==> src/rtl/uart_fifo_ctrl_pkg.sv <==
// Shared types and constants for the UART FIFO read-side control logic.
package uart_fifo_ctrl_pkg;

  typedef enum logic [1:0] {IDLE, POP, DELIVER} arb_state_t;

  localparam int unsigned TMO_W = 8;

endpackage

==> src/rtl/rr_pick.sv <==
// Combinational round-robin picker: first set request strictly after `last`, wrapping.
module rr_pick #(
  parameter int unsigned NUM_REQ = 2,
  localparam int unsigned IdxW = $clog2(NUM_REQ)
) (
  input  logic [NUM_REQ-1:0] req,
  input  logic [IdxW-1:0]    last,
  output logic [NUM_REQ-1:0] gnt,
  output logic [IdxW-1:0]    idx,
  output logic               any
);

  logic found;

  always_comb begin
    gnt   = '0;
    idx   = '0;
    found = 1'b0;
    // Upper segment (above last) has priority over the wrapped lower segment.
    for (int i = 0; i < int'(NUM_REQ); i++) begin
      if (!found && req[i] && (i > int'(last))) begin
        gnt[i] = 1'b1;
        idx    = IdxW'(i);
        found  = 1'b1;
      end
    end
    for (int i = 0; i < int'(NUM_REQ); i++) begin
      if (!found && req[i] && (i <= int'(last))) begin
        gnt[i] = 1'b1;
        idx    = IdxW'(i);
        found  = 1'b1;
      end
    end
    any = |req;
  end

endmodule

==> src/rtl/uart_rx_fifo_arbiter.sv <==
// Shares the UART RX FIFO read port between NUM_REQ consumers: round-robin pick,
// single-cycle pop, byte capture and valid/ack hand-off with optional ack timeout.
module uart_rx_fifo_arbiter
  import uart_fifo_ctrl_pkg::*;
#(
  parameter int unsigned DATA_BITS   = 8,
  parameter int unsigned NUM_REQ     = 2,
  parameter int unsigned ACK_TIMEOUT = 255
) (
  input  logic                 clk,
  input  logic                 rst_n,
  input  logic [NUM_REQ-1:0]   Req,
  input  logic [NUM_REQ-1:0]   Rd_Ack,
  input  logic                 FIFO_Empty,
  input  logic                 Data_Rdy,
  input  logic                 BIST_Mode,
  input  logic [DATA_BITS-1:0] Fifo_Data,
  output logic                 Pop_Data,
  output logic [NUM_REQ-1:0]   Grant,
  output logic                 Rd_Valid,
  output logic [DATA_BITS-1:0] Rd_Data,
  output logic                 Timeout,
  output logic                 Busy
);

  localparam int unsigned IdxW = $clog2(NUM_REQ);
  localparam logic [TMO_W-1:0] TmoLast = TMO_W'((ACK_TIMEOUT == 0) ? 0 : ACK_TIMEOUT - 1);

  arb_state_t           state_q, state_d;
  logic [NUM_REQ-1:0]   grant_q, grant_d;
  logic                 pop_q, pop_d;
  logic                 valid_q, valid_d;
  logic [DATA_BITS-1:0] data_q, data_d;
  logic                 tmo_q, tmo_d;
  logic [TMO_W-1:0]     cnt_q, cnt_d;
  logic [IdxW-1:0]      last_q, last_d;
  logic [IdxW-1:0]      win_q, win_d;

  logic [NUM_REQ-1:0]   pick_gnt;
  logic [IdxW-1:0]      pick_idx;
  logic                 pick_any;
  logic                 start;

  rr_pick #(
    .NUM_REQ (NUM_REQ)
  ) u_pick (
    .req  (Req),
    .last (last_q),
    .gnt  (pick_gnt),
    .idx  (pick_idx),
    .any  (pick_any)
  );

  // Never launch a pop while the receiver is writing: the FIFO would drop it.
  assign start = pick_any && !FIFO_Empty && !Data_Rdy && !BIST_Mode;

  always_comb begin
    state_d = state_q;
    grant_d = grant_q;
    pop_d   = pop_q;
    valid_d = valid_q;
    data_d  = data_q;
    tmo_d   = 1'b0;
    cnt_d   = cnt_q;
    last_d  = last_q;
    win_d   = win_q;
    unique case (state_q)
      IDLE: begin
        if (start) begin
          state_d = POP;
          grant_d = pick_gnt;
          win_d   = pick_idx;
          pop_d   = 1'b1;
        end
      end
      POP: begin
        pop_d   = 1'b0;
        data_d  = Fifo_Data;
        valid_d = 1'b1;
        cnt_d   = '0;
        state_d = DELIVER;
      end
      DELIVER: begin
        if (Rd_Ack[win_q]) begin
          valid_d = 1'b0;
          grant_d = '0;
          last_d  = win_q;
          state_d = IDLE;
        end else if ((ACK_TIMEOUT != 0) && (cnt_q == TmoLast)) begin
          tmo_d   = 1'b1;
          valid_d = 1'b0;
          grant_d = '0;
          last_d  = win_q;
          state_d = IDLE;
        end else if (cnt_q != '1) begin
          cnt_d = cnt_q + 1'b1;
        end
      end
      default: state_d = IDLE;
    endcase
  end

  always_ff @(posedge clk or negedge rst_n) begin
    if (!rst_n) begin
      state_q <= IDLE;
      grant_q <= '0;
      pop_q   <= 1'b0;
      valid_q <= 1'b0;
      data_q  <= '0;
      tmo_q   <= 1'b0;
      cnt_q   <= '0;
      last_q  <= IdxW'(NUM_REQ - 1);
      win_q   <= '0;
    end else begin
      state_q <= state_d;
      grant_q <= grant_d;
      pop_q   <= pop_d;
      valid_q <= valid_d;
      data_q  <= data_d;
      tmo_q   <= tmo_d;
      cnt_q   <= cnt_d;
      last_q  <= last_d;
      win_q   <= win_d;
    end
  end

  assign Pop_Data = pop_q;
  assign Grant    = grant_q;
  assign Rd_Valid = valid_q;
  assign Rd_Data  = data_q;
  assign Timeout  = tmo_q;
  assign Busy     = (state_q != IDLE);

endmodule

==> config.mk <==
export PLATFORM = sky130hd
export DESIGN_NAME = uart_rx_fifo_arbiter
export DESIGN_NICKNAME = d
export VERILOG_FILES = /design/src/rtl/uart_fifo_ctrl_pkg.sv /design/src/rtl/rr_pick.sv /design/src/rtl/uart_rx_fifo_arbiter.sv
export SDC_FILE = /design/constraint.sdc
export NUM_CORES = 1
export LEC_CHECK = 0
export BUFFER_PORTS_ARGS = -buffer_cell sky130_fd_sc_hd__buf_2
export CAP_MARGIN = 5
export CORE_UTILIZATION = 45
export CTS_BUF_LIST = sky130_fd_sc_hd__clkbuf_4 sky130_fd_sc_hd__clkbuf_8
export CTS_CLUSTER_DIAMETER = 150
export DETAILED_ROUTE_END_ITERATION = 8
export PLACE_DENSITY = 0.66
export SLEW_MARGIN = 15
export SYNTH_ARGS = -nofsm -noshare
export SYNTH_HDL_FRONTEND = slang
export SYNTH_HIERARCHICAL = 1
export SYNTH_SLANG_ARGS = --single-unit
==> constraint.sdc <==
create_clock -name clk -period 1.85 [get_ports clk]
set_input_delay 0.185 -clock clk [delete_from_list [all_inputs] [get_ports clk]]
set_output_delay 0.185 -clock clk [all_outputs]
set_load 0.05 [all_outputs]
==> results of run 1 <==
[area by class of cell]
type | instances | area [µm²] | share of cell area, %
multi-input cells | 98 | 594.3 | 40.05
clock buffers | 3 | 22.52 | 1.518
clock inverters | 1 | 7.507 | 0.5059
flip-flops and latches | 25 | 628.1 | 42.33
well taps | 30 | 37.54 | 2.530
inverters | 5 | 18.77 | 1.265
repair buffers | 33 | 175.2 | 11.80
[what timing repair did]
| item | 4_1_cts | 5_1_grt |
|---|---|---|
| resized for setup | 2 | 3 |
| hold endpoints to repair | 24 | 0 |
| hold buffers | 1 | 0 |
| setup endpoints to repair | 1 | 2 |
[per-layer routing]
layer	global-route usage, %	up-vias	wire length (µm)
li1	-	534	-
met1	25.61	516	1140
met2	31.73	22	1231
met3	3.333	5	80
met4	8.120	0	40
met5	0	-	0
[per-stage QoR]
stage / area, µm² / power, µW / setup slack (ns) / hold WS (ns)
floorplan: 1247 / 1330 / 0.1993 / -0.1106
global placement: 1434 / 1492 / 0.1078 / 0.2057
detailed placement: 1434 / 1516 / 0.02446 / 0.2075
CTS: 1479 / 1772 / 0.09487 / 0.03505
global route: 1484 / 1882 / 0.03272 / 0.02498
finish: 1484 / 1765 / 0.1437 / 0.04038
[final timing paths]
path,startpoint,to,slack [ns],depth (start not counted)
worst max-delay path,cnt_q[1]$_DFFE_PN0P_,cnt_q[1]$_DFFE_PN0P_,0.14,5
max in group asynchronous,rst_n,cnt_q[0]$_DFFE_PN0P_,1.12,2
min in group asynchronous,rst_n,cnt_q[3]$_DFFE_PN0P_,0.35,2
worst min register to register,Rd_Data[3]$_DFFE_PN0P_,Rd_Data[3]$_DFFE_PN0P_,0.49,2
worst max register to register,cnt_q[1]$_DFFE_PN0P_,cnt_q[1]$_DFFE_PN0P_,0.14,5
worst min-delay path,Fifo_Data[4],Rd_Data[4]$_DFFE_PN0P_,0.04,3
[cell families after synthesis]
kind of cell	share of synthesized area (%)
simple gates	27.68
flops	50.25
compound gates	12.84
mux	4.413
fa+ha+maj	2.006
buf+inv	2.808
[power by group]
part           internal (µW)  total, µW  switching, µW
Clock                   82.8        252            170
Combinational            200        672            473
Sequential               698        840            142
[registers in the layout, indices dropped and copies added, names as in the netlist]
| register | count |
|---|---|
| cnt_q | 8 |
| state_q | 2 |
| win_q | 1 |
| Pop_Data | 1 |
| Timeout | 1 |
| Rd_Data | 8 |
| Rd_Valid | 1 |
| last_q | 1 |
| Grant | 2 |
[layout by cell type (no fill, tap or decap), drive strengths merged, types with 3 or more instances in the layout]
cell type  instances
nand2b             5
o311ai             6
a21boi             3
nand4              5
nand3              5
nor2               4
nand2             38
inv                5
o211ai             3
buf               32
dfrtp             24
o21ai              5
clkbuf             3
[critical path, stage by stage (launching register included)]
cell and delay [ns]:
dfrtp_1 0.47, ha_1 0.28, o21ai_2 0.19, nor3_2 0.10, or4b_1 0.51, o211ai_1 0.09
==> impl_metrics.yaml, run 1 <==
timing:
  setup-violations-final: 0
  period_share_pct: 92.23
  final-max-slew-violation-count: 0
  timing.slew.headroom_pct: 48.43
  setup_repair_after_global_routing_missed_its_margin: "false"
  shortest_clock_period_the_worst_path_allows_after_layout_ns: 1.706
  clock-skew-final_ns: 0.004272
  worstMarginPinSlew_ns: 0.7719
  tns_ns: 0
  maxClockFrequency_mhz: 586.1
  hold_viol_final: 0
run_status:
  outcome: "complete, no violations"
synthesis:
  synth.cells.most_frequent: "nand2_1 (37), dfrtp_1 (24), o311ai_0 (6)"
  synth.ff_latch_count: 25
  synth_seq_area_share_pct: 50.25
  netlist_area_mm2: 0.001247
  yosys_warnings: 6
  ys_types: 34
  yosys.area.top_type: "dfrtp_1"
  synth-async-reset-ratio_pct: 100.0
  avgSynthCellArea_um2: 9.450
  syn_nets: 151
  synth_cells: 132
  synth_top_area_share_pct: 48.14
  ys.flop_type: "dfrtp_1"
  yosys-top-cells-area: "dfrtp_1 (48%), nand2_1 (11%), o311ai_0 (4.2%)"
  edff_count_synth: 0
  synthMostInstantiatedCell: "nand2_1"
power_and_ir_drop:
  power_per_cell_area_mw_per_mm2: 1189
  cellLeakagePower_uw: 0.0007162
  peakVddDrop_v: 0.0009808
grt:
  first_pass_grt_wire_length_mm: 4.119
  first_global_vias: 926
  grt_max_degree: 26
  globalRouteOverflowTotal: 0
  grt_antenna_before_repair: 0
  global_route.usage.total_pct: 19.62
clock_tree:
  clk_latency_ns: 0.32
  tritoncts: "built"
  number_of_cts_inserted_buffers: 3
  cts_htree_levels: 1
  post-cts-setup-buffers: 0
  root_buffer: "clkbuf_4"
  cts_buffer_depth: 2
  cts_sink_count: 25
  cts.clk_slew.worst_paths_ns: 0.14
worst_setup_path:
  critPathCaptureType: "register"
  crit_path_start_kind: "register"
  timing_worst_setup_path_type: "register to register"
  crit_required_ns: 2.11
  critPathMaxFanout: 7
  critPathArrivalTime_ns: 1.96
die:
  initial_core_util_pct: 49.02
  pin_count: 31
  floorplan.die.height_um: 54.65
  num_rows: 18
  die_area_mm2: 0.002987
  placeableCoreArea_mm2: 0.002545
  die_w_um: 54.65
placement:
  dp_cells: 190
  gp_congestion: 0.8571
  post-dp-hpwl_mm: 1.835
  portbufs: 30
route:
  drc: 0
  firstDrtPassIters: 4
  wirelength_mm: 2.492
  avgViaCountPerCell: 5.523
  ant_nets: 0
  drt-initial-drc-count: 14
  drt-wirelength-per-cell_um: 12.78
  vias: 1077
flow_run:
  drv.max_cap_violation_count: 0
hold_path:
  worstHoldPathType: "primary input to register"
cells_and_area:
  synthToLayoutAreaGrowth_pct: 18.96
  drive_above_1_share_pct: 27.88
  instances_no_fill: 195
  antenna-diode-count: 0
  layout.filler_cells: 233
  finalNetCount: 185
  finish.utilization_pct: 58.31
Power figures use the tool's default switching activity.
==> run 2: changes to the inputs <==
REMOVE_ABC_BUFFERS = 1   (was default)
clock period = 2 ns   (was 1.85 ns; I/O delays follow)
==> impl_metrics.yaml, run 2 (same netlist as run 1, synthesis figures left out) <==
cells_and_area:
  finalNetCount: 184
  register_area_um2: 626.9
  drive_above_1_share_pct: 26.22
  antenna-diode-count: 0
  area_used_by_multi_input_combinational_logic_um2: 590.6
  synthToLayoutAreaGrowth_pct: 17.95
  layout.filler_cells: 236
  design_area_mm2: 0.001471
  mostFrequentLayoutCell: "nand2_1"
  most-common-layout-cells: "nand2_1 (37), buf_2 (30), dfrtp_1 (24)"
  finish.utilization_pct: 57.82
route:
  top_layer_used: "met4"
  drt-wirelength-per-cell_um: 13.04
  wl_met2_mm: 1.242
  ant_nets: 0
  wirelength_mm: 2.530
  drt-initial-drc-count: 21
  avgViaCountPerCell: 5.320
  routed-wl-met3_um: 68
  drc: 0
  drt-met1-wl_mm: 1.204
  firstDrtPassIters: 4
  vias: 1032
timing:
  timing.slew.headroom_pct: 50.80
  period_share_pct: 92.28
  setup-violations-final: 0
  final-max-slew-violation-count: 0
  worstMarginPinSlew_ns: 0.7365
  clock-skew-final_ns: 0.007355
  hold_viol_final: 0
  worst_slack_ns: 0.1544
  shortest_clock_period_the_worst_path_allows_after_layout_ns: 1.846
  maxClockFrequency_mhz: 541.8
die:
  placeableCoreArea_mm2: 0.002545
  num_rows: 18
  floorplan.die.height_um: 54.65
  pin_count: 31
  die_w_um: 54.65
  initial_core_util_pct: 49.02
  die_area_mm2: 0.002987
worst_setup_path:
  critPathCaptureType: "register"
  timing.critical_path.cells: "ha_1 > o21ai_0 > nor3_2 > or4b_1 > o211ai_1"
  worst-path-stages: 5
  reg2regPathDepth: 5
  cp_num_buf_inv: 0
  crit_path_start_kind: "register"
  timing_worst_setup_path_type: "register to register"
  crit_required_ns: 2.25
  reg2reg_from: "cnt_q[0]$_DFFE_PN0P_"
  worst_path_dominant_cell_family: "simple AND/OR/NAND/NOR gates"
  cpMaxStageDelayCell: "or4b_1"
  worstSetupStartpoint: "cnt_q[0]$_DFFE_PN0P_"
  critPathArrivalTime_ns: 2.09
  cpPeakStageDelay_ns: 0.51
  critPathMaxFanout: 7
power_and_ir_drop:
  peakVddDrop_v: 0.0007407
  cellLeakagePower_uw: 0.0007100
  power_per_cell_area_mw_per_mm2: 1103
grt:
  grt_antenna_before_repair: 0
  globalRouteOverflowTotal: 0
  grt_max_degree: 26
  first_global_vias: 948
  global_route.usage.total_pct: 19.63
  first_pass_grt_wire_length_mm: 4.174
placement:
  dpl_cell_area_mm2: 0.001426
  post-dp-hpwl_mm: 1.858
  portbufs: 30
  gp_congestion: 0.8744
  preCtsSetupSlack_ns: 0.1898
hold_path:
  hold-path-cell-count: 3
  hp-start: "Fifo_Data[0]"
  worstHoldPathType: "primary input to register"
clock_tree:
  clk_latency_ns: 0.32
  cts_htree_levels: 1
  number_of_cts_inserted_buffers: 3
  cts_buffer_depth: 2
  cts.clk_slew.worst_paths_ns: 0.14
  tritoncts: "built"
  cts_sink_count: 25
  root_buffer: "clkbuf_4"
run_status:
  outcome: "complete, no violations"
flow_run:
  drv.max_cap_violation_count: 0
## run 2: changes by cell type in the layout (fill, tap and decap cells not counted)
cell	delta
buf_4	-1
dfrtp_1	+1
dfrtp_2	-1
o21ai_0	+1
o21ai_2	-1
o311ai_0	+1
o311ai_1	-1
## run 2: path summary, 6_finish.rpt
kind                                          endpoint  slack, ns
worst min register to register  Rd_Data[5]$_DFFE_PN0P_       0.48
min in group asynchronous         cnt_q[5]$_DFFE_PN0P_       0.37
worst min-delay path            Rd_Data[0]$_DFFE_PN0P_       0.05
worst max-delay path              cnt_q[1]$_DFFE_PN0P_       0.15
worst max register to register    cnt_q[1]$_DFFE_PN0P_       0.15
max in group asynchronous           last_q$_DFFE_PN1P_       1.24
## run 2: tightest hold or removal path, stage by stage
cell	delay [ns]
buf_2	0.07
nand2_1	0.04
nand2_1	0.04
## run 2: timing repair
item                                    in CTS  in global routing
buffers inserted                             0                  0
endpoints found under the hold margin       24                  0
gates resized for setup                      0                  1
endpoints found under the setup margin       0                  1
hold buffers                                 1                  0
## run 2: layout make-up
class                           instances  share of cell area (%)
Multi-Input combinational cell         98                   40.14
Sequential cell                        25                   42.60
Timing Repair Buffer                   32                   11.39
Clock buffer                            3                   1.531
Clock inverter                          1                  0.5102
Tap cell                               30                   2.551
Inverter                                5                   1.276
## run 2: metal layers
layer	vias up	track usage [%]
met5	-	0
met4	0	7.692
met3	2	2.500
met2	19	31.12
met1	476	26.80
li1	535	-
## run 2: report_power, final
group          switching [µW]  total (µW)  leakage [µW]  internal, µW
Clock                     158         234     0.0000139          76.5
Combinational             436         617      0.000377           181
Sequential                128         772      0.000319           644
Total                     721        1620      0.000710           902
## run 2: stage by stage
step / cells / TNS [ns] / hold slack [ns] / power (µW)
floorplan: 128 / 0 / -0.09559 / 1227
global placement: 189 / 0 / 0.2212 / 1379
detailed placement: 189 / 0 / 0.2238 / 1401
CTS: 194 / 0 / 0.03919 / 1637
global route: 194 / -0.0002338 / 0.04123 / 1732
finish: 194 / 0 / 0.05041 / 1623
